[src/rtl/dnn_accel_pkg.sv]
// Shared definitions for the DNN dot-product accelerator: FSM states,
// CSR word offsets and default datapath widths.
package dnn_accel_pkg;

    localparam int DEF_ADDR_W = 32;
    localparam int DEF_DATA_W = 32;
    localparam int DEF_FRAC_W = 16;
    localparam int DEF_LEN_W  = 16;

    localparam logic [2:0] CSR_CTRL   = 3'd0;
    localparam logic [2:0] CSR_BIAS   = 3'd1;
    localparam logic [2:0] CSR_W      = 3'd2;
    localparam logic [2:0] CSR_X      = 3'd3;
    localparam logic [2:0] CSR_OUT    = 3'd4;
    localparam logic [2:0] CSR_LEN    = 3'd5;
    localparam logic [2:0] CSR_RESULT = 3'd6;
    localparam logic [2:0] CSR_MODE   = 3'd7;

    typedef enum logic [2:0] {
        ST_IDLE,
        ST_RD_BIAS,
        ST_RD_W,
        ST_RD_X,
        ST_MAC,
        ST_WR_OUT
    } state_t;

endpackage

[src/rtl/dnn_fx_mac.sv]
// Fixed-point multiply-accumulate: combinational signed Q-format product,
// registered wrap-around accumulator with a load port for initialisation.
module dnn_fx_mac
    import dnn_accel_pkg::*;
#(
    parameter int DATA_W = DEF_DATA_W,
    parameter int FRAC_W = DEF_FRAC_W
) (
    input  logic              clk,
    input  logic              rst_n,
    input  logic              load,
    input  logic [DATA_W-1:0] load_val,
    input  logic              mac_en,
    input  logic [DATA_W-1:0] w,
    input  logic [DATA_W-1:0] x,
    output logic [DATA_W-1:0] acc,
    output logic [DATA_W-1:0] acc_next
);

    logic signed [2*DATA_W-1:0] product;
    logic        [DATA_W-1:0]   prod_q;

    // Full-width signed product, then realign to the Q format by dropping FRAC_W LSBs
    assign product  = (2*DATA_W)'($signed(w)) * (2*DATA_W)'($signed(x));
    assign prod_q   = DATA_W'(product >>> FRAC_W);
    assign acc_next = acc + prod_q;

    // Accumulator: load has priority over accumulate
    always_ff @(posedge clk) begin
        // NOTE: state registers use non-blocking assignments so every flop
        // samples pre-edge values regardless of block ordering.
        if (!rst_n) begin
            acc <= '0;
        end else if (load) begin
            acc <= load_val;
        end else if (mac_en) begin
            acc <= acc_next;
        end
    end

endmodule

[src/rtl/dnn_dot_accel.sv]
// Dot-product engine: out = bias + sum(w[i]*x[i]), fetched and written back
// over an Avalon-MM master, programmed through an Avalon-MM CSR slave.
// Optional feature macro: DNN_RELU_EN (adds MODE[0] relu clamp on the output).
module dnn_dot_accel
    import dnn_accel_pkg::*;
#(
    parameter int ADDR_W = DEF_ADDR_W,
    parameter int DATA_W = DEF_DATA_W,
    parameter int FRAC_W = DEF_FRAC_W,
    parameter int LEN_W  = DEF_LEN_W
) (
    input  logic              clk_clk,
    input  logic              reset_reset_n,
    input  logic [2:0]        slave_address,
    input  logic              slave_read,
    input  logic              slave_write,
    input  logic [DATA_W-1:0] slave_writedata,
    output logic [DATA_W-1:0] slave_readdata,
    output logic [ADDR_W-1:0] master_address,
    output logic              master_read,
    output logic              master_write,
    output logic [DATA_W-1:0] master_writedata,
    input  logic [DATA_W-1:0] master_readdata,
    input  logic              master_readdatavalid,
    input  logic              master_waitrequest,
    output logic              irq
);

    localparam logic [ADDR_W-1:0] WORD_BYTES = ADDR_W'(DATA_W / 8);

    state_t            state;
    logic [ADDR_W-1:0] bias_addr, w_addr, x_addr, out_addr;
    logic [ADDR_W-1:0] w_ptr, x_ptr, out_ptr;
    logic [LEN_W-1:0]  len, cnt;
    logic [DATA_W-1:0] result, w_reg, x_reg, acc, acc_next, csr_rdata;
    logic              done, busy, start, cfg_we, relu_en;
    logic              mac_load, mac_en;
    logic [DATA_W-1:0] mac_load_val;

    assign busy   = (state != ST_IDLE);
    assign start  = slave_write && (slave_address == CSR_CTRL) && !busy;
    assign cfg_we = slave_write && !busy;
    assign irq    = done;

    // Accumulator is cleared on start and then loaded with the bias word
    assign mac_load     = start || (state == ST_RD_BIAS && !master_read && master_readdatavalid);
    assign mac_load_val = (state == ST_RD_BIAS) ? master_readdata : '0;
    assign mac_en       = (state == ST_MAC);

    function automatic logic [DATA_W-1:0] apply_relu(input logic [DATA_W-1:0] v, input logic en);
        return (en && v[DATA_W-1]) ? '0 : v;
    endfunction

    dnn_fx_mac #(
        .DATA_W (DATA_W),
        .FRAC_W (FRAC_W)
    ) u_mac (
        .clk      (clk_clk),
        .rst_n    (reset_reset_n),
        .load     (mac_load),
        .load_val (mac_load_val),
        .mac_en   (mac_en),
        .w        (w_reg),
        .x        (x_reg),
        .acc      (acc),
        .acc_next (acc_next)
    );

`ifdef DNN_RELU_EN
    // MODE register: relu enable, frozen while a run is in flight
    always_ff @(posedge clk_clk) begin
        if (!reset_reset_n) begin
            relu_en <= 1'b0;
        end else if (cfg_we && slave_address == CSR_MODE) begin
            relu_en <= slave_writedata[0];
        end
    end
`else
    assign relu_en = 1'b0;
`endif

    // CSR read mux
    always_comb begin
        // NOTE: default assignment first so every path drives csr_rdata and
        // no latch is inferred.
        csr_rdata = '0;
        case (slave_address)
            CSR_CTRL:   csr_rdata = {{(DATA_W-2){1'b0}}, busy, done};
            CSR_BIAS:   csr_rdata = DATA_W'(bias_addr);
            CSR_W:      csr_rdata = DATA_W'(w_addr);
            CSR_X:      csr_rdata = DATA_W'(x_addr);
            CSR_OUT:    csr_rdata = DATA_W'(out_addr);
            CSR_LEN:    csr_rdata = DATA_W'(len);
            CSR_RESULT: csr_rdata = result;
            CSR_MODE:   csr_rdata = DATA_W'(relu_en);
            default:    csr_rdata = '0;
        endcase
    end

    // CSR writes, registered read data and the done/irq flag
    always_ff @(posedge clk_clk) begin
        if (!reset_reset_n) begin
            bias_addr      <= '0;
            w_addr         <= '0;
            x_addr         <= '0;
            out_addr       <= '0;
            len            <= '0;
            done           <= 1'b0;
            slave_readdata <= '0;
        end else begin
            if (cfg_we) begin
                case (slave_address)
                    CSR_BIAS: bias_addr <= ADDR_W'(slave_writedata);
                    CSR_W:    w_addr    <= ADDR_W'(slave_writedata);
                    CSR_X:    x_addr    <= ADDR_W'(slave_writedata);
                    CSR_OUT:  out_addr  <= ADDR_W'(slave_writedata);
                    CSR_LEN:  len       <= slave_writedata[LEN_W-1:0];
                    default:  ;
                endcase
            end
            // Completion wins over a same-cycle clear; that read returned the old status
            if (state == ST_WR_OUT && !master_waitrequest) begin
                done <= 1'b1;
            end else if (start || (slave_read && slave_address == CSR_CTRL)) begin
                done <= 1'b0;
            end
            if (slave_read) begin
                slave_readdata <= csr_rdata;
            end
        end
    end

    // Sequencer: one outstanding read; master_read high means "request not yet accepted"
    always_ff @(posedge clk_clk) begin
        if (!reset_reset_n) begin
            state            <= ST_IDLE;
            master_read      <= 1'b0;
            master_write     <= 1'b0;
            master_address   <= '0;
            master_writedata <= '0;
            w_ptr            <= '0;
            x_ptr            <= '0;
            out_ptr          <= '0;
            cnt              <= '0;
            w_reg            <= '0;
            x_reg            <= '0;
            result           <= '0;
        end else begin
            case (state)
                ST_IDLE: begin
                    if (start) begin
                        master_read    <= 1'b1;
                        master_address <= bias_addr;
                        w_ptr          <= w_addr;
                        x_ptr          <= x_addr;
                        out_ptr        <= out_addr;
                        cnt            <= len;
                        state          <= ST_RD_BIAS;
                    end
                end
                ST_RD_BIAS: begin
                    if (master_read) begin
                        if (!master_waitrequest) master_read <= 1'b0;
                    end else if (master_readdatavalid) begin
                        if (cnt == '0) begin
                            master_write     <= 1'b1;
                            master_address   <= out_ptr;
                            master_writedata <= apply_relu(master_readdata, relu_en);
                            state            <= ST_WR_OUT;
                        end else begin
                            master_read    <= 1'b1;
                            master_address <= w_ptr;
                            state          <= ST_RD_W;
                        end
                    end
                end
                ST_RD_W: begin
                    if (master_read) begin
                        if (!master_waitrequest) begin
                            master_read <= 1'b0;
                            w_ptr       <= w_ptr + WORD_BYTES;
                        end
                    end else if (master_readdatavalid) begin
                        w_reg          <= master_readdata;
                        master_read    <= 1'b1;
                        master_address <= x_ptr;
                        state          <= ST_RD_X;
                    end
                end
                ST_RD_X: begin
                    if (master_read) begin
                        if (!master_waitrequest) begin
                            master_read <= 1'b0;
                            x_ptr       <= x_ptr + WORD_BYTES;
                        end
                    end else if (master_readdatavalid) begin
                        x_reg <= master_readdata;
                        state <= ST_MAC;
                    end
                end
                ST_MAC: begin
                    cnt <= cnt - LEN_W'(1);
                    if (cnt == LEN_W'(1)) begin
                        master_write     <= 1'b1;
                        master_address   <= out_ptr;
                        master_writedata <= apply_relu(acc_next, relu_en);
                        state            <= ST_WR_OUT;
                    end else begin
                        master_read    <= 1'b1;
                        master_address <= w_ptr;
                        state          <= ST_RD_W;
                    end
                end
                ST_WR_OUT: begin
                    if (!master_waitrequest) begin
                        master_write <= 1'b0;
                        result       <= master_writedata;
                        state        <= ST_IDLE;
                    end
                end
                default: state <= ST_IDLE;
            endcase
        end
    end

endmodule

[config.mk]
export PLATFORM = sky130hd
export DESIGN_NAME = dnn_dot_accel
export DESIGN_NICKNAME = d
export VERILOG_FILES = /design/src/rtl/dnn_accel_pkg.sv /design/src/rtl/dnn_fx_mac.sv /design/src/rtl/dnn_dot_accel.sv
export SDC_FILE = /design/constraint.sdc
export NUM_CORES = 2
export LEC_CHECK = 0
export BUFFER_PORTS_ARGS = -buffer_cell sky130_fd_sc_hd__clkbuf_2
export CELL_PAD_IN_SITES_DETAIL_PLACEMENT = 1
export CELL_PAD_IN_SITES_GLOBAL_PLACEMENT = 2
export CORE_MARGIN = 2
export CORE_UTILIZATION = 43
export CTS_CLUSTER_SIZE = 8
export DETAILED_ROUTE_END_ITERATION = 8
export GPL_ROUTABILITY_DRIVEN = 0
export GPL_TIMING_DRIVEN = 0
export HOLD_SLACK_MARGIN = 0.15
export PLACE_DENSITY_LB_ADDON = 0.1
export SETUP_SLACK_MARGIN = 0.05
export SLEW_MARGIN = 20
export SYNTH_ARGS = -nofsm -noshare
export SYNTH_HDL_FRONTEND = slang
export SYNTH_HIERARCHICAL = 1
export SYNTH_SLANG_ARGS = --single-unit
[constraint.sdc]
create_clock -name clk_clk -period 19.48 [get_ports clk_clk]
set_input_delay 3.896 -clock clk_clk [delete_from_list [all_inputs] [get_ports clk_clk]]
set_output_delay 3.896 -clock clk_clk [all_outputs]
set_load 0.03 [all_outputs]
==> out/summary.json <==
{
  "status": "complete, no violations",
  "dieWidth_um": 351,
  "postCtsSetupRepairBufs": 0,
  "leakage_uw": 0.0251,
  "first_pass_iters": 6,
  "drive_gt1_frac": 0.0545,
  "ys_seq_area_frac": 0.187,
  "route.vias.total": 47100,
  "timing.final.crit_share": 0.633,
  "final_report_hold_violation_count": 0,
  "cts_root_buf": "clkbuf_16",
  "fp.coreArea_mm2": 0.120,
  "cts_tree": "yes",
  "cpMaxStageDelayCell": "clkbuf_1",
  "syn_inst_count": 6103,
  "clock_pin_slew_on_the_worst_setup_and_hold_paths_ns": 0.05,
  "vias_in_the_first_global_route": 48600,
  "post_cts_hold_buffer_count": 0,
  "post-dp-hpwl_mm": 194,
  "critPathMostFrequentCell": "fa_1",
  "powerDensity_mw_per_mm2": 41.8,
  "critical_path.max_fanout": 10,
  "clk_latency_ns": 0.63,
  "dominant_cell_by_count_in_the_synthesized_netlist": "nand2_1",
  "avgRoutedWirePerCell_um": 29.8,
  "count_of_distinct_cell_types_in_the_synthesized_netlist": 84,
  "yosys.area.top_type": "fa_1",
  "grt_start_max_net_pins": 11,
  "grt_usage": 0.387,
  "setup_total_negative_slack_ns": 0,
  "syn_area_mm2": 0.0519,
  "die-area_mm2": 0.124,
  "final_net_count": 7462,
  "critPathRequiredTime_ns": 20.02,
  "period_minus_slack_ns": 12.33,
  "post_cts_sizing": 0,
  "netlist.area_leader.share": 0.324,
  "synthesis.yosys.warnings": 6,
  "cts_buffers": 70,
  "synth-async-reset-ratio": 0,
  "synth-main-ff-cell": "dfxtp_1",
  "total_congestion_overflow": 0,
  "max_slew.worst_pin.slew_ns": 1.29,
  "cts.sink_count": 486,
  "drv.max_cap_violation_count": 0,
  "initialDrtViolationCount": 4931,
  "max-clock-path-buffers": 3,
  "area_delta_synth_final_pct": 9.42,
  "hold_class": "reg -> reg",
  "post_layout_nonfiller_instances": 7979,
  "h-tree-depth": 3,
  "synth-seq-cells": 486,
  "floorplan.initialDensity": 0.433,
  "critical_path_arrival_ns": 12.87,
  "drv_slew": 0,
  "grt_setup_unrepaired": "false",
  "yosys-top-cells-area": "fa_1, dfxtp_1, nand2_1",
  "critPathMaxStageDelay_ns": 0.76,
  "clock-skew-final_ns": 0.0255,
  "route.final.wire_length_mm": 238,
  "top_cells_by_instance_count_after_synthesis": "nand2_1, fa_1, inv_1",
  "fmax_mhz": 81.1,
  "start_kind": "register",
  "postRouteAntennaNets": 0,
  "grt_pass1_wl_mm": 342,
  "grt_antenna_before_repair": 31,
  "avgSynthCellArea_um2": 8.51,
  "core.rowCount": 127,
  "final-setup-viol-count": 0,
  "placed_cells": 7888,
  "r2r_setup_slack_ns": 7.15,
  "vdd.ir_drop.worst_uv": 55.5,
  "die_height_um": 351,
  "port_buffers": 170,
  "pin_count": 172,
  "synth_fp_nets": 7217,
  "critPathKind": "reg -> reg",
  "maxSlewHeadroom": 0.141,
  "number_of_synthesized_flops_with_an_enable_pin": 0,
  "drc": 0,
  "detail_routed_via_count_per_cell": 5.90,
  "worstSetupEndpointType": "register"
}
-- metal layers --
layer  vias up  track usage  share of wire  wire (µm)
li1      19800            -              -          -
met1     24400        0.549           0.43     101000
met2      2388        0.552           0.41      97700
met3       491        0.116           0.12      27500
met4        20        0.151          0.046      10800
met5         -            0        0.00056        134
-- final cells by class --
cell class / count / area [µm²]
Timing Repair Buffer: 173 / 875
Clock inverter: 7 / 95.1
Fill cell: 14400 / 63000
Sequential cell: 486 / 9730
Antenna cell: 13 / 32.5
Clock buffer: 71 / 1770
Inverter: 826 / 3100
Multi-Input combinational cell: 4375 / 37600
Buffer: 416 / 1580
Tap cell: 1612 / 2020
-- cells by family (layout without fill, tap and decap cells) --
logic type / Yosys count / count (layout) / synth area share
simple gates: 2133 / 2133 / 0.193
buf+inv: 1242 / 1493 / 0.0899
fa+ha+maj: 1041 / 1041 / 0.372
compound gates: 1007 / 1007 / 0.121
flops: 486 / 486 / 0.187
xor+xnor: 98 / 98 / 0.0175
mux: 96 / 96 / 0.0193
other cells: 0 / 13 / 0
-- worst paths after layout --
check,depth (start not counted),endpoint,start
max,36,master_writedata[29]$_SDFFE_PN0P_,w_reg[19]$_SDFFE_PN0P_
max reg2reg,36,master_writedata[29]$_SDFFE_PN0P_,w_reg[19]$_SDFFE_PN0P_
min reg2reg,2,w_ptr[1]$_SDFFE_PN0P_,w_ptr[1]$_SDFFE_PN0P_
min,2,w_ptr[1]$_SDFFE_PN0P_,w_ptr[1]$_SDFFE_PN0P_
-- metrics by stage --
stage / total power [µW] / worst slack (ns) / util / instance area (µm²) / hold WS (ns)
final: 2380 / 7.15 / 0.474 / 56800 / 0.452
after floorplan: 1150 / 10.45 / - / 51900 / 0.428
after global routing: 2430 / 6.67 / 0.474 / 56800 / 0.477
after detailed placement: 1260 / 7.36 / 0.458 / 54900 / 0.445
after global placement: 1260 / 7.47 / 0.457 / 54800 / 0.438
after CTS: 2370 / 7.34 / 0.474 / 56800 / 0.451
-- cells in the final DEF, fill, tap and decap left out, drive strengths merged, types with 48 or more instances in the layout --
master  instances
inv           830
o21ai         179
clkbuf        636
ha            202
xnor2          71
fa            839
a31oi          53
dfxtp         486
mux2i          63
a221oi         48
and2          552
a21oi         435
nor2          166
nand2        1166
-- worst max-delay path: cells and delay by family, from the launching register on --
family          cells  cell delay [ns]
compound gates     13             3.13
xor+xnor            2             0.85
fa+ha+maj          10             4.66
buf+inv             4             1.48
flops               1             0.40
simple gates        7             1.69
-- power breakdown --
part           leakage [µW]  switching (µW)  internal, µW  total (µW)
registers           0.00393            22.8          1020        1040
clock network      0.000914             484           643        1130
logic                0.0202             161          51.1         212
(Power assumes the default switching activity.)
